--- config.mk ---
export PLATFORM = sky130hd
export DESIGN_NAME = boolean_sweeper_flat
export DESIGN_NICKNAME = d
export VERILOG_FILES = /design/src/rtl/boolean_sweeper_if.sv /design/src/rtl/boolean_sweeper.sv /design/src/flat_wrapper.sv
export SDC_FILE = /design/constraint.sdc
export NUM_CORES = 1
export LEC_CHECK = 0
export ABC_AREA = 1
export CORE_MARGIN = 3
export CORE_UTILIZATION = 50
export DETAILED_ROUTE_END_ITERATION = 10
export PLACE_DENSITY = 0.79
export SYNTH_ARGS = -nofsm -noshare
export SYNTH_HDL_FRONTEND = slang
export SYNTH_SLANG_ARGS = --single-unit
--- constraint.sdc ---
create_clock -name clk -period 4.7 [get_ports clk]
set_clock_uncertainty 0.1 [all_clocks]
set_input_delay 0.94 -clock clk [delete_from_list [all_inputs] [get_ports clk]]
set_output_delay 0.94 -clock clk [all_outputs]
set_load 0.005 [all_outputs]
--- src/rtl/boolean_sweeper_if.sv ---
// rtl/boolean_sweeper_if.sv - stimulus/response bundle between the sweeper and its controller
interface boolean_sweeper_if;
    logic       start;
    logic       a_o;
    logic       b_o;
    logic       c_o;
    logic       d_i;
    logic       busy;
    logic       done;
    logic [7:0] table_o;
    logic       pass;
    logic [3:0] err_count;

    // Controller / function-under-test side: requests sweeps, returns d, observes results
    modport master (
        output start,
        output d_i,
        input  a_o,
        input  b_o,
        input  c_o,
        input  busy,
        input  done,
        input  table_o,
        input  pass,
        input  err_count
    );

    // Sweeper side: drives a/b/c, samples d, reports the table
    modport slave (
        input  start,
        input  d_i,
        output a_o,
        output b_o,
        output c_o,
        output busy,
        output done,
        output table_o,
        output pass,
        output err_count
    );
endinterface

--- src/rtl/boolean_sweeper.sv ---
// rtl/boolean_sweeper.sv - exhaustive 3-input truth-table sweeper and checker
module boolean_sweeper #(
    parameter logic [7:0] EXPECTED = 8'h15,
    parameter int         SETTLE   = 1
) (
    input logic              clk,
    input logic              rst,
    boolean_sweeper_if.slave bus
);
    typedef enum logic [1:0] {
        IDLE,
        WAIT,
        SAMPLE,
        DONE
    } state_t;

    // Last WAIT count before moving to SAMPLE; SETTLE is limited to 1..15
    localparam logic [3:0] CNT_LAST = 4'(SETTLE - 1);

    state_t     state;
    logic [2:0] idx;
    logic [3:0] cnt;
    logic       a_q;
    logic       b_q;
    logic       c_q;
    logic       busy_q;
    logic       done_q;
    logic [7:0] table_q;
    logic       pass_q;
    logic [3:0] err_q;

    logic [7:0] captured;
    logic [3:0] err_next;

    function automatic logic [3:0] popcount8(input logic [7:0] v);
        logic [3:0] n;
        n = '0;
        for (int i = 0; i < 8; i++) begin
            n = n + {3'b000, v[i]};
        end
        return n;
    endfunction

    // Table as it will look after the current SAMPLE edge, so the verdict
    // registered when entering DONE already includes vector 7
    always_comb begin
        captured      = table_q;
        captured[idx] = bus.d_i;
        err_next      = popcount8(captured ^ EXPECTED);
    end

    // Sweep sequencer: vector stepping, settle timing, capture and verdict
    always_ff @(posedge clk or posedge rst) begin
        if (rst) begin
            state   <= IDLE;
            idx     <= 3'd0;
            cnt     <= 4'd0;
            a_q     <= 1'b0;
            b_q     <= 1'b0;
            c_q     <= 1'b0;
            busy_q  <= 1'b0;
            done_q  <= 1'b0;
            table_q <= 8'h00;
            pass_q  <= 1'b0;
            err_q   <= 4'd0;
        end else begin
            done_q <= 1'b0;
            case (state)
                IDLE: begin
                    {a_q, b_q, c_q} <= 3'b000;
                    if (bus.start) begin
                        idx     <= 3'd0;
                        cnt     <= 4'd0;
                        table_q <= 8'h00;
                        pass_q  <= 1'b0;
                        err_q   <= 4'd0;
                        busy_q  <= 1'b1;
                        state   <= WAIT;
                    end
                end
                WAIT: begin
                    {a_q, b_q, c_q} <= idx;
                    if (cnt == CNT_LAST) begin
                        state <= SAMPLE;
                    end else begin
                        cnt <= cnt + 4'd1;
                    end
                end
                SAMPLE: begin
                    table_q <= captured;
                    if (idx == 3'd7) begin
                        err_q  <= err_next;
                        pass_q <= (err_next == 4'd0);
                        done_q <= 1'b1;
                        state  <= DONE;
                    end else begin
                        idx             <= idx + 3'd1;
                        cnt             <= 4'd0;
                        {a_q, b_q, c_q} <= idx + 3'd1;
                        state           <= WAIT;
                    end
                end
                DONE: begin
                    busy_q          <= 1'b0;
                    {a_q, b_q, c_q} <= 3'b000;
                    state           <= IDLE;
                end
                default: begin
                    state <= IDLE;
                end
            endcase
        end
    end

    assign bus.a_o       = a_q;
    assign bus.b_o       = b_q;
    assign bus.c_o       = c_q;
    assign bus.busy      = busy_q;
    assign bus.done      = done_q;
    assign bus.table_o   = table_q;
    assign bus.pass      = pass_q;
    assign bus.err_count = err_q;
endmodule

--- src/flat_wrapper.sv ---
// flat-port wrapper written by rule: the top's interface ports become plain ports
module boolean_sweeper_flat 
#(
    parameter logic [7:0] EXPECTED = 8'h15,
    parameter int         SETTLE   = 1
)
  (clk, rst, bus_start, bus_d_i, bus_a_o, bus_b_o, bus_c_o, bus_busy, bus_done, bus_table_o, bus_pass, bus_err_count);
  boolean_sweeper_if bus_i ();
  input logic clk;
  input logic rst;
  input wire logic [$bits(bus_i.start)-1:0] bus_start;
  input wire logic [$bits(bus_i.d_i)-1:0] bus_d_i;
  output wire logic [$bits(bus_i.a_o)-1:0] bus_a_o;
  output wire logic [$bits(bus_i.b_o)-1:0] bus_b_o;
  output wire logic [$bits(bus_i.c_o)-1:0] bus_c_o;
  output wire logic [$bits(bus_i.busy)-1:0] bus_busy;
  output wire logic [$bits(bus_i.done)-1:0] bus_done;
  output wire logic [$bits(bus_i.table_o)-1:0] bus_table_o;
  output wire logic [$bits(bus_i.pass)-1:0] bus_pass;
  output wire logic [$bits(bus_i.err_count)-1:0] bus_err_count;
  assign bus_i.start = bus_start;
  assign bus_i.d_i = bus_d_i;
  assign bus_a_o = bus_i.a_o;
  assign bus_b_o = bus_i.b_o;
  assign bus_c_o = bus_i.c_o;
  assign bus_busy = bus_i.busy;
  assign bus_done = bus_i.done;
  assign bus_table_o = bus_i.table_o;
  assign bus_pass = bus_i.pass;
  assign bus_err_count = bus_i.err_count;
  boolean_sweeper #(.EXPECTED(EXPECTED), .SETTLE(SETTLE)) u_core (.clk(clk), .rst(rst), .bus(bus_i));
endmodule
== Word-level counts from Yosys, hierarchy flattened ==
Cells that the tools add are included.

* Reductions and logical operators: 14
* Bitwise operators: 1
* Equal/unequal tests: 9
* $lt $le $gt $ge: 2
* Add/sub/neg operators: 9
* Muxes and demuxes: 31

{| class="wikitable"
|+ Operators by type and width
! kind !! number
|-
| adder 4 x 1 -> 4 bit || 6
|-
| 2-to-1 mux 4 bit || 4
|-
| one-hot mux 8 bit (2 select lines) || 1
|-
| one-hot mux 4 bit (3 select lines) || 1
|-
| 2-to-1 mux 1 bit || 9
|-
| one-hot mux 1 bit (3 select lines) || 3
|-
| bitwise mux 8 bit || 1
|-
| logical NOT 4 bit || 2
|-
| 2-to-1 mux 8 bit || 1
|-
| one-hot mux 2 bit (4 select lines) || 1
|-
| one-hot mux 4 bit (2 select lines) || 1
|-
| 2-to-1 mux 2 bit || 3
|-
| 2-to-1 mux 3 bit || 2
|-
| != test 2 bit, second input constant || 3
|-
| one-hot mux 3 bit (2 select lines) || 1
|-
| AND reduction 2 bit || 3
|-
| AND reduction 3 bit || 2
|-
| adder 4 x 1 -> 4 bit, second input constant || 1
|-
| equality test 2 bit, second input constant || 2
|-
| less-than comparator 3 x 4 -> 1 bit, second input constant || 1
|-
| != test 2 x 1 -> 1 bit, second input constant || 2
|-
| one-hot mux 1 bit (2 select lines) || 2
|-
| AND reduction 4 bit || 1
|-
| nonzero test 2 bit || 2
|-
| 11 further kinds || 11
|}

* Logic and storage cells: 77
* Register bits: 27

== Depth between registers and ports, before layout ==
Gate-level depths: netlist of the first run.

* Depth after elaboration: 16
* Mapped depth: 17

== Worst setup path before layout of the first run ==
Ideal clock, no wire load.

* Path type: input to register
* Start: in bus_d_i
* End: reg u_core.pass_q (netlist: u_core.bus.pass)
* Path buffers: 1
* Slack: 0.561 ns
* Setup time: 0.065 ns
* Stages: 14
* Arrival: 3.974 ns
* Data required time: 4.535 ns
* Cell sequence: clkbuf_1 o21a_1 ha_1 fa_1 inv_1 fa_1 inv_1 fa_1 fa_1 nor2_1 nand2_1 nor2_1 nand3_1 nand2_1

* Word-level cells in the longest chain between the ends: 12

{| class="wikitable"
|+ Ends and longest elaborated chain
! what !! RTL line !! source
|-
| start: declaration || flat_wrapper.sv:12 || <nowiki>input wire logic [$bits(bus_i.d_i)-1:0] bus_d_i;</nowiki>
|-
| bitwise mux 8 bit (*) || boolean_sweeper.sv:48 || <nowiki>captured[idx] = bus.d_i;</nowiki>
|-
| NOT 3 bit (no line) || - ||
|-
| adder 1 x 1 -> 2 bit || boolean_sweeper.sv:39 || <nowiki>n = n + {3'b000, v[i]};</nowiki>
|-
| adder 4 x 1 -> 4 bit (5 in a row) || boolean_sweeper.sv:39 ||
|-
| adder 4 x 1 -> 4 bit (*) || boolean_sweeper.sv:39 ||
|-
| logical NOT 4 bit (*) || boolean_sweeper.sv:93 || <nowiki>pass_q <= (err_next == 4'd0);</nowiki>
|-
| 2-to-1 mux 1 bit (*) || boolean_sweeper.sv:91 || <nowiki>if (idx == 3'd7) begin</nowiki>
|-
| one-hot mux 1 bit (2 select lines) (*) || boolean_sweeper.sv:68 || <nowiki>case (state)</nowiki>
|-
| end signal: assignment || boolean_sweeper.sv:93 ||
|-
| end: declaration || boolean_sweeper.sv:29 || <nowiki>logic pass_q;</nowiki>
|}

Mark *: on every way between the ends. The rest lies on a longest branch, timed or not. The select of a mux whose other input is x is not followed.
A chain may end at the register's enable or synchronous reset.

== Final worst setup path of the first run ==
Same ends and word-level chain as after synthesis.

==> results of run 1 <==
## synth_stat cells
library cell,instances
a21oi_1,2
clkbuf_1,1
dfrtp_1,27
fa_1,4
ha_1,7
inv_1,23
inv_2,7
nand2_1,67
nand2_2,2
nand3_1,15
nand3_2,1
nand4_1,2
nor2_1,9
o211ai_1,4
o21a_1,1
o21ai_0,13
o21ai_1,4
o21bai_1,1
xor2_1,1
## cells by family (layout without fill, tap and decap cells)
group	count (synthesis)	in the layout	synth area share
buffers and inverters	31	57	0.07737
adder cells (fa/ha/maj)	11	11	0.1115
XOR/XNOR	1	1	0.005825
AO/OA/AOI/OAI	25	25	0.09318
flip-flops	27	27	0.4493
AND/OR/NAND/NOR	96	96	0.2629
## worst max-delay path: stages
cell and delay (ns):
clkdlybuf4s50_1 0.52, inv_1 0.05, nand4_1 0.08, nand2_1 0.08, ha_1 0.32, fa_1 0.53
inv_1 0.05, fa_1 0.52, inv_1 0.05, fa_1 0.46, fa_1 0.46, nor2_1 0.12
nand2_1 0.06, nor2_1 0.08, nand3_1 0.07, nand2_1 0.06
## metrics by stage
step | instances | power [mW] | hold WS, ns
2_1_floorplan | 191 | 0.7754 | 0.3652
3_3_place_gp | 244 | 0.9106 | 0.3547
3_5_place_dp | 244 | 0.9440 | 0.3620
4_1_cts | 248 | 1.048 | 0.3980
5_1_grt | 248 | 1.156 | 0.4239
6_report | 248 | 1.040 | 0.3941
## final timing paths
check | start | end | slack [ns]
worst max register to register | u_core.idx[1] | u_core.bus.pass | 0.79
worst min register to register | u_core.bus.err_count[1] | u_core.bus.err_count[1] | 0.39
worst min-delay path | u_core.bus.err_count[1] | u_core.bus.err_count[1] | 0.39
worst max-delay path | bus_d_i | u_core.bus.pass | 0.41
min in group asynchronous | rst | u_core.bus.err_count[3] | 1.05
max in group asynchronous | rst | u_core.idx[1] | 2.84
## flip-flops by register name, indices dropped and copies added, names as in the netlist
register	cells
u_core.bus.a_o	1
u_core.bus.b_o	1
u_core.bus.busy	1
u_core.bus.c_o	1
u_core.bus.done	1
u_core.bus.err_count	4
u_core.bus.pass	1
u_core.bus.table_o	8
u_core.cnt	4
u_core.idx	3
u_core.state	2
## routing by layer
layer	track usage	up-vias	part of all wire
li1	-	658	-
met1	0.2460	577	0.47
met2	0.3191	33	0.48
met3	0.03404	2	0.044
met4	0.07740	0	0.0068
met5	0	-	0
## where the power goes
part / switching [mW] / internal [mW]
Clock: 0.0686 / 0.0318
Combinational: 0.362 / 0.255
Sequential: 0.0462 / 0.277
Total: 0.477 / 0.563
## area by class of cell
cell class | instances | area (sq um)
multi-input combinational | 133 | 711.9
fill | 253 | 1013
clock buffer | 3 | 22.52
sequential | 27 | 675.6
timing repair buffer | 23 | 225.2
inverter | 30 | 112.6
clock inverter | 1 | 5.005
tap | 31 | 38.79
## placed cells by master (no fill, tap or decap), drive strengths merged, types with 4 or more instances in the layout
cell type,netlist,layout
dfrtp,27,27
nand2,69,69
nand3,16,16
fa,4,4
clkdlybuf4s50,0,21
inv,30,30
o211ai,4,4
ha,7,7
o21ai,17,17
nor2,9,9
==> reports/metrics.yaml, run 1 <==
outcome: "finished clean"
ys_seq_elements: 27
synth_top_area_cell: "dfrtp_1"
cts_tree: "built"
rsz0062_at_grt: "false"
reg2regPathDepth: 16
grt-ovfl-total: 0
place_area_sq_mm: 0.001764
fmax_mhz: 233.0
yosys.cell_types.count: 19
period_share: 0.9133
finish.utilization: 0.6387
syn_avg_cell_area_sq_um: 7.874
post_cts_resized: 0
die_w_microns: 60.85
ir_drop_uv: 350.0
wl_per_cell_microns: 12.45
cts-root-buf: "clkbuf_4"
vias_per_cell: 5.121
clkSinkCount: 27
tns_ns: 0
cap_violations: 0
layout_setup_ws_ns: 0.4075
max_slew.worst_pin.slew_ns: 1.024
ctsHoldBuffers: 0
drc_errors: 0
num_vias: 1270
slew_violations: 0
worst-setup-path-type: "in -> reg"
whs_path_depth: 2
synth_cells: 191
flow.area_growth_from_synthesis_pct: 19.13
ys_seq_area_frac: 0.4493
finalSetupViolCount: 0
final_hold_viol_count: 0
initial_core_util: 0.5361
cts_buffers: 3
wl_mm: 3.088
die_area_sq_mm: 0.003702
dpl.hpwl_mm: 2.370
preCtsSetupSlack_ns: 0.04482
antenna_cells: 0
synth.area.top_cells: "dfrtp_1, nand2_1, ha_1"
final_area_sq_mm: 0.001792
ant_nets: 0
worst-path-max-fanout: 4
clkTransAtPathRegs_ns: 0.15
ios: 22
slew_headroom: 0.3168
fp.dieH_microns: 60.85
clock_path_buffers: 2
period_needed_ns: 4.293
end_kind: "flop"
rows: 19
core_sq_mm: 0.002805
synth_nets: 206
grt_max_degree: 28
grtUsageTotal: 0.1914
power_density_mw_per_mm2: 580.3
grt_pass1_wl_mm: 5.382
leakage_nw: 0.9757
yosysWarnings: 0
syn_area_sq_mm: 0.001504
arrival_ns: 4.47
postCtsSetupRepairBufs: 0
worstHoldPathType: "reg -> reg"
critPathRequiredTime_ns: 4.87
drt_pass1_iterations: 4
io_buffers: 21
drive_gt1_frac: 0.07373
grt_pass1_vias: 1313
drt_iter0_drc: 43
place_congestion: 0.9142
cp-start-kind: "primary input"
htreeDepth: 1
antenna_found_initial: 0
nNetsFinal: 233
clk-insertion-delay-late_ns: 0.32
yosysTopAreaCellShare: 0.4493
No activity file was read; power rests on OpenSTA's default activity.
==> inputs of run 2 (changes only) <==
--- a/config.mk
+++ b/config.mk
@@ -6,6 +6,7 @@
 export NUM_CORES = 1
 export LEC_CHECK = 0
 export ABC_AREA = 1
+export CAP_MARGIN = 20
 export CORE_MARGIN = 3
 export CORE_UTILIZATION = 50
 export DETAILED_ROUTE_END_ITERATION = 10
==> constraint.sdc (replaced) <==
create_clock -name clk -period 4.7 [get_ports clk]
set_clock_uncertainty 0.1 [all_clocks]
set_input_delay 0.94 -clock clk [delete_from_list [all_inputs] [get_ports clk]]
set_output_delay 0.94 -clock clk [all_outputs]
set_load 0.01 [all_outputs]
==> reports/metrics.yaml, run 2 (synthesis gave the netlist of run 1 again) <==
outcome: "finished clean"  # unchanged
dpl.hpwl_mm: 2.370  # unchanged
die_area_sq_mm: 0.003702  # unchanged
max_slew.worst_pin.slew_ns: 0.3495  # was 1.024 ns
rrSetupSlack_ns: 0.79  # about the same
grt_pass1_vias: 1313  # unchanged
num_vias: 1311  # was 1270
antenna_cells: 0  # unchanged
grt_max_degree: 28  # unchanged
flow.area_growth_from_synthesis_pct: 20.96  # was 19.13%
tns_ns: 0  # unchanged
arrival_ns: 4.46  # was 4.47 ns
postCtsSetupRepairBufs: 0  # unchanged
worst-setup-path-type: "in -> reg"  # unchanged
final_hold_viol_count: 0  # unchanged
largest_reg_flops: 8  # unchanged
slew_headroom: 0.7665  # was 0.3168
clk-insertion-delay-late_ns: 0.32  # about the same
core_sq_mm: 0.002805  # unchanged
post_cts_resized: 0  # unchanged
grtUsageTotal: 0.1914  # unchanged
rsz0062_at_grt: "false"  # unchanged
cp-start-kind: "primary input"  # unchanged
worst-path-max-fanout: 4  # unchanged
initial_core_util: 0.5361  # unchanged
power_density_mw_per_mm2: 578.9  # was 580.3 mW/mm^2
place_congestion: 0.9142  # unchanged
ant_nets: 0  # unchanged
vias_per_cell: 5.265  # was 5.121
finalSetupViolCount: 0  # unchanged
clkTransAtPathRegs_ns: 0.15  # about the same
cts_buffers: 3  # unchanged
period_share: 0.9124  # was 0.9133
slew_violations: 0  # unchanged
end_kind: "flop"  # unchanged
cts_tree: "built"  # unchanged
place_area_sq_mm: 0.001764  # unchanged
fmax_mhz: 233.2  # was 233.0 MHz
ir_drop_uv: 349.9  # was 350.0 uV
wl_per_cell_microns: 12.47  # was 12.45 microns
final_area_sq_mm: 0.001819  # was 0.001792 sq mm
fp.dieH_microns: 60.85  # unchanged
ios: 22  # unchanged
cap_violations: 0  # unchanged
nNetsFinal: 234  # was 233
drt_iter0_drc: 47  # was 43
drive_gt1_frac: 0.07798  # was 0.07373
wl_mm: 3.106  # was 3.088 mm
antenna_found_initial: 0  # unchanged
drc_errors: 0  # unchanged
worstHoldPathType: "reg -> reg"  # unchanged
grt_pass1_wl_mm: 5.382  # unchanged
clock_path_buffers: 2  # unchanged
drt_pass1_iterations: 4  # unchanged
io_buffers: 21  # unchanged
period_needed_ns: 4.288  # was 4.293 ns
critPathRequiredTime_ns: 4.87  # about the same
rows: 19  # unchanged
leakage_nw: 0.9884  # was 0.9757 nW
cts-root-buf: "clkbuf_4"  # unchanged
grt-ovfl-total: 0  # unchanged
htreeDepth: 1  # unchanged
mostFrequentLayoutCell: "nand2_1"  # unchanged
clkSinkCount: 27  # unchanged
die_w_microns: 60.85  # unchanged
final_cell_mix: "nand2_1, dfrtp_1, inv_1, clkdlybuf4s50_1, nand3_1"  # unchanged
ctsHoldBuffers: 0  # unchanged
[run 2: changes by cell type in the layout (fill, tap and decap cells not counted), sizes merged]
cell	before	now
buf	2	3
[run 2: per-stage QoR]
step	hold WS [ns]	utilization	setup slack (ns)	instances	total power, mW
floorplan	0.3787	-	0.5613	191	0.7860
global placement	0.3547	0.6289	0.1404	244	0.9218
detailed placement	0.3620	0.6289	0.04482	244	0.9552
CTS	0.3980	0.6387	0.4046	248	1.059
global route	0.4239	0.6485	0.2341	249	1.171
finish	0.3924	0.6485	0.4116	249	1.053
[run 2: layer usage]
layer	wire [microns]	vias up	GRT usage
li1	-	662	-
met1	1452	605	0.2460
met2	1489	42	0.3191
met3	142	2	0.03404
met4	21	0	0.07740
met5	0	-	0
[run 2: area by class of cell]
cell class	count	area (sq um)
inverter	30	112.6
fill	250	985.9
timing repair buffer	24	252.7
clock buffer	3	22.52
sequential	27	675.6
tap	31	38.79
clock inverter	1	5.005
multi-input combinational	133	711.9
[run 2: power breakdown]
group / internal [mW] / switching, mW / total [mW]
Clock: 0.0318 / 0.0680 / 0.0999
Sequential: 0.277 / 0.0466 / 0.323
Combinational: 0.258 / 0.373 / 0.630
[run 2: worst paths after layout]
check	start	to	depth (start not counted)
worst max-delay path	bus_d_i	u_core.bus.pass	16
worst min-delay path	u_core.bus.err_count[1]	u_core.bus.err_count[1]	2
worst max register to register	u_core.idx[1]	u_core.bus.pass	16
worst min register to register	u_core.bus.err_count[1]	u_core.bus.err_count[1]	2
max in group asynchronous	rst	u_core.bus.a_o	3
min in group asynchronous	rst	u_core.bus.err_count[3]	2
[run 2: worst max-delay path, cell delays in order]
cell	delay (ns)
clkdlybuf4s50_1	0.52
inv_1	0.05
nand4_1	0.08
nand2_1	0.08
ha_1	0.32
fa_1	0.53
inv_1	0.05
fa_1	0.52
inv_1	0.05
fa_1	0.46
fa_1	0.46
nor2_1	0.12
nand2_1	0.06
nor2_1	0.08
nand3_1	0.07
nand2_1	0.06
==> inputs of run 3 (changes only) <==
--- a/config.mk
+++ b/config.mk
@@ -6,6 +6,7 @@
 export NUM_CORES = 1
 export LEC_CHECK = 0
 export ABC_AREA = 1
+export ABC_CLOCK_PERIOD_IN_PS = 4700
 export CAP_MARGIN = 20
 export CORE_MARGIN = 3
 export CORE_UTILIZATION = 50
==> results of run 3 <==
Final layout, timing and power as in run 2 (identical DEF).
==> RTL change 1: new RTL, flow settings as in run 2 <==
Make the reset (`rst`) synchronous in one clocked block.
--- a/src/rtl/boolean_sweeper.sv
+++ b/src/rtl/boolean_sweeper.sv
@@ -51,5 +51,5 @@
 
     // Sweep sequencer: vector stepping, settle timing, capture and verdict
-    always_ff @(posedge clk or posedge rst) begin
+    always_ff @(posedge clk) begin
         if (rst) begin
             state   <= IDLE;
Formal check against the unedited RTL: differs if rst is asserted again (counterexample within 4 cycles, from zero or initial values and one cycle with rst high); with rst held inactive, the same outputs for 10 cycles.
==> RTL change 1 against run 2 <==
- sequential share of layout area shrank 5.7 points
- critical path depth fell by 3
- routed wire length rose by 4.2%
- cell count down 0.40%
- count of clock-buffer cells in the layout did not move
- global-route usage is 0.80 points higher
- sequential cell count stayed put
- worst setup slack got worse by 0.016 ns
- register-to-register slack lost 0.07 ns
- cell area fell by 5.4%
- synthesized area down 2.9%
Power is not compared: it rests on default switching activity, and its combinational part moved more than twofold at a synthesized area within 25%.
==> RTL change 1: results (changes against run 2) <==
| Metric | Value |
|---|---|
| Status | finished, final reports clean |
| Drt total wl | 3240 µm (+4.2%) |
| Fillers | 254 (+1.6%) |
| Seq/Total Area, Yosys | 37.0% (-7.9 points) |
| Critical Path Max Stage Delay | 0.55 ns (+0.02 ns) |
| Clock-cell share | 1.74% (+0.23 points) |
| FF+latch count | 27 (unchanged) |
| Post-synth cell types | 28 (+9) |
| Global-route wire length before repair | 5360 µm (-0.39%) |
| Worst Reg-to-Reg Cells | 15 (-1) |
| Multi-input gate share of the layout cell area | 46.6% (+7.5 points) |
| Met2 WL post-DR | 1650 µm (+10%) |
| Post-DP HPWL | 2510 µm (+5.7%) |
| Met3 wire length | 140 µm (-1.4%) |
| Met1 track demand over resource | 23.0% (-1.6 points) |
| Sequential share of cell area | 31.4% (-5.7 points) |
| Syn nets | 212 (+2.9%) |
| Main area contributors after synthesis | dfxtp_1 (37%), nand2_1 (12%), a21oi_1 (7.2%), ha_1 (6.0%), inv_1 (5.9%) |
| Critical-path top delay cell | clkdlybuf4s50_1 |
| GPL Wtd Cong | 0.829 (-9.3%) |
| Hold WS | 0.370 ns (-0.0224 ns) |
| Crit path max fanout | 5 (+1) |
| Synth async-reset ratio | 0% (-100 points) |
| Synth top cells by count | nand2_1 (47), dfxtp_1 (27), inv_1 (23) |
| Top FF cell, synth | dfxtp_1 |
| RR Endpoint | u_core.bus.pass |
| Vias per inst | 5.50 (+4.5%) |
| Worst hold path endpoint | u_core.bus.err_count[0] |
| Buffers, non-clock | 22 (-8.3%) |
| Inverter count | 25 (-17%) |
| Vias in the first global route | 1,293 (-1.5%) |
| CP arrival | 4.47 ns (about the same) |
| CTS Hold Buffers Added | 0 (unchanged) |
| Clock Latency Late Sink | 0.34 ns (+0.02 ns) |
| Reg-to-Reg Start | u_core.idx[2] |
| Slew Limit Headroom | 39.8% (-37 points) |
| Layout cell share with drive strength beyond 1 | 5.96% (-1.8 points) |
| Iter 0 DRT Violations | 71 (+51%) |
[RTL change 1: cell count changes after synthesis, sizes merged, moves of 4 or more]
cell,run 2,this run
dfxtp,0,27
dfrtp,27,0
o21ai,17,13
nand2,69,50
a21oi,2,22
inv,30,25
[RTL change 1: worst max-delay path by stage]
stage / startpoint / end / slack [ns] / cells past startpoint
after global placement: bus_d_i / u_core.bus.pass / 0.12 / 13
after floorplan: bus_d_i / u_core.bus.pass / 0.49 / 13
after detailed placement: bus_d_i / u_core.bus.pass / 0.02 / 13
after CTS: bus_d_i / u_core.bus.pass / 0.40 / 13
after global routing: bus_d_i / u_core.bus.pass / 0.25 / 13
final: bus_d_i / u_core.bus.pass / 0.40 / 13
[RTL change 1: cell families (layout without fill, tap and decap cells)]
group | Yosys count | after routing | share of synthesized area (%)
and+or+nand+nor | 82 | 82 | 24.9
AOI/OAI and AO/OA | 45 | 45 | 17.3
buffers and inverters | 30 | 51 | 8.05
DFF | 27 | 27 | 37.0
adders and majority gates | 11 | 11 | 11.5
xor gates and xnor gates | 2 | 2 | 1.20
[RTL change 1: report_power, final]
part           switching (µW)  internal, µW
logic                    40.3          23.3
registers                4.36           233
clock network            74.3          32.7
total                     119           289
[RTL change 1: per-stage QoR]
stage          util [%]  cell area, µm²  worst slack [ns]  cells  total power [µW]
6_report           65.3            1720             0.395    248               408
5_1_grt            65.3            1720             0.247    248               430
4_1_cts            65.3            1720             0.399    248               413
3_5_place_dp       64.2            1690            0.0229    244               305
3_3_place_gp       64.2            1690             0.117    244               303
2_1_floorplan         -            1460             0.490    197               287
==> RTL change 2: new RTL, settings of run 2 <==
Without the edit above. `EXPECTED` is set to 8'h15 in 2 places; all go to 8'h0A.
--- a/src/rtl/boolean_sweeper.sv
+++ b/src/rtl/boolean_sweeper.sv
@@ -1,5 +1,5 @@
 // rtl/boolean_sweeper.sv - exhaustive 3-input truth-table sweeper and checker
 module boolean_sweeper #(
-    parameter logic [7:0] EXPECTED = 8'h15,
+    parameter logic [7:0] EXPECTED = 8'h0A,
     parameter int         SETTLE   = 1
 ) (
--- a/src/flat_wrapper.sv
+++ b/src/flat_wrapper.sv
@@ -2,5 +2,5 @@
 module boolean_sweeper_flat 
 #(
-    parameter logic [7:0] EXPECTED = 8'h15,
+    parameter logic [7:0] EXPECTED = 8'h0A,
     parameter int         SETTLE   = 1
 )
Formal check against the unedited RTL: same outputs for any inputs over 10 cycles, from zero or initial values and one cycle with rst high; that may be too few to reach the edited logic, so the function may still have changed.
==> RTL change 2 against run 2 <==
- cell count fell by 1.2%
- die area fell by 0.15%
- routed wire length fell by 2.9%
- power fell by 11%
- critical endpoint unchanged
- sequential share of layout area rose by 0.26 points
- via count fell by 0.23%
- highest routed layer unchanged
- synthesized area fell by 0.17%
- cell area fell by 0.69%
- worst hold slack improved by 0.0081 ns
- largest power group unchanged
- sequential cell count did not move
- worst setup slack got worse by 0.055 ns
- fmax fell by 1.3%
- global-route usage fell by 0.15 points
- critical path depth did not move
==> RTL change 2: results (changes against run 2) <==
| Metric | Value |
|---|---|
| Iter 0 DRT Violations | 53 (+13%) |
| Global-route wire length before repair | 5350 µm (-0.52%) |
| Synth Warn # | 0 (unchanged) |
| Post-DP HPWL | 2340 µm (-1.4%) |
| Total CTS buffers | 3 (unchanged) |
| RR Endpoint | u_core.bus.pass |
| Hold Crit Depth | 2 (unchanged) |
| Crit path max fanout | 6 (+2) |
| Top FF cell, synth | dfrtp_1 |
| DP Cell Count | 241 (-1.2%) |
| Drt first pass iters | 4 (unchanged) |
| Final nets | 231 (-1.3%) |
| Reg-to-Reg Start | u_core.idx[1] |
| Critical Path Max Stage Delay | 0.56 ns (+0.03 ns) |
| Actual slew at the worst max-slew pin | 0.326 ns (-0.0231 ns) |
| Static Leak | 0.000977 µW (-1.2%) |
| H-tree levels | 1 (unchanged) |
| Deepest clock path buffer count | 2 (unchanged) |
| Syn nets | 204 (-0.97%) |
| Min-Delay Path Class | reg -> reg |
| Met3 usage | 2.77% (-0.64 points) |
| Main area contributors after synthesis | dfrtp_1 (45%), nand2_1 (17%), ha_1 (5.8%), inv_1 (5.5%), fa_1 (5.3%) |
| Post-CTS Setup Inserts | 0 (unchanged) |
| Synth top cells by count | nand2_1 (68), dfrtp_1 (27), inv_1 (22) |
| Hold Crit Start | u_core.bus.err_count[0] |
| GRT Overall Usage | 19.0% (-0.15 points) |
| Reg-to-reg slack, setup | 0.70 ns (-0.09 ns) |
| Vias per inst | 5.32 (+0.99%) |
| Seq/Total Area, Yosys | 45.0% (+0.075 points) |
| CTS Hold Buffers Added | 0 (unchanged) |
| Synth async-reset ratio | 100% (unchanged) |
| Critical-path top delay cell | clkdlybuf4s50_1 |
| GPL Wtd Cong | 0.883 (-3.4%) |
| Worst vdd ir | 0.304 mV (-13%) |
| Post-synth cell types | 20 (+1) |
| Placement Cell Area | 1750 µm² (-0.64%) |
| Status | finished, final reports clean |
| CTS resizes | 0 (unchanged) |
| Vias | 1,308 (-0.23%) |
| Worst Reg-to-Reg Cells | 17 (+1) |
| Met2 usage | 32.2% (+0.31 points) |
| Antenna violations before repair | 0 (unchanged) |
| Worst hold path endpoint | u_core.bus.err_count[0] |
| Drt total wl | 3020 µm (-2.9%) |
| Layout cell share with drive strength beyond 1 | 6.98% (-0.82 points) |
| Met1 track demand over resource | 25.2% (+0.60 points) |
| Clock Pin Slew Worst Setup and Hold Paths | 0.15 ns (about the same) |
| Syn avg cell area | 7.94 µm² (+0.89%) |
| ANT nets after route | 0 (unchanged) |
RTL change 2: worst max-delay path, delay by kind of cell:
kind / cells / cell delay, ns
adders and majority gates: 5 / 2.21
buffers and inverters: 5 / 0.79
and+or+nand+nor: 5 / 0.37
AOI/OAI and AO/OA: 1 / 0.16
RTL change 2: per-stage QoR:
stage	utilization [%]	hold WS, ns	setup WS, ns
2_1_floorplan	-	0.379	0.632
3_3_place_gp	62.5	0.356	0.136
3_5_place_dp	62.5	0.371	-0.00379
4_1_cts	63.4	0.405	0.354
5_1_grt	64.4	0.439	0.168
6_report	64.4	0.400	0.357
RTL change 2: final cells by class:
type	instances	area, µm²
tap	31	38.8
multi-input combinational	133	716
timing repair buffer	23	245
fill	253	998
sequential	27	676
clock buffer	4	26.3
inverter	28	105
RTL change 2: cells by family after synthesis:
family / share of synthesized area (%)
AND/OR/NAND/NOR: 26.2
buffers and inverters: 7.33
flip-flops: 45.0
AO/OA/AOI/OAI: 9.75
adder cells (fa/ha/maj): 11.2
XOR/XNOR: 0.583
RTL change 2: how the worst max path moves through the flow:
stage                      endpoint    start  slack [ns]  cells past startpoint
global placement    u_core.bus.pass  bus_d_i        0.14                     15
global route        u_core.bus.pass  bus_d_i        0.17                     16
detailed placement  u_core.bus.pass  bus_d_i      -0.004                     16
finish              u_core.bus.pass  bus_d_i        0.36                     16
CTS                 u_core.bus.pass  bus_d_i        0.35                     15
floorplan           u_core.bus.pass  bus_d_i        0.63                     14
RTL change 2: report_power, final:
group          total (µW)  switching (µW)  internal, µW
Sequential            324            47.2           277
Combinational         507             303           204
Clock                 103            70.0          33.3
RTL change 2: routing by layer:
layer  wire length [µm]  vias to the layer above
li1                   -                      654
met1               1450                      627
met2               1450                       22
met3                 91                        5
met4                 34                        0
met5                  0                        -
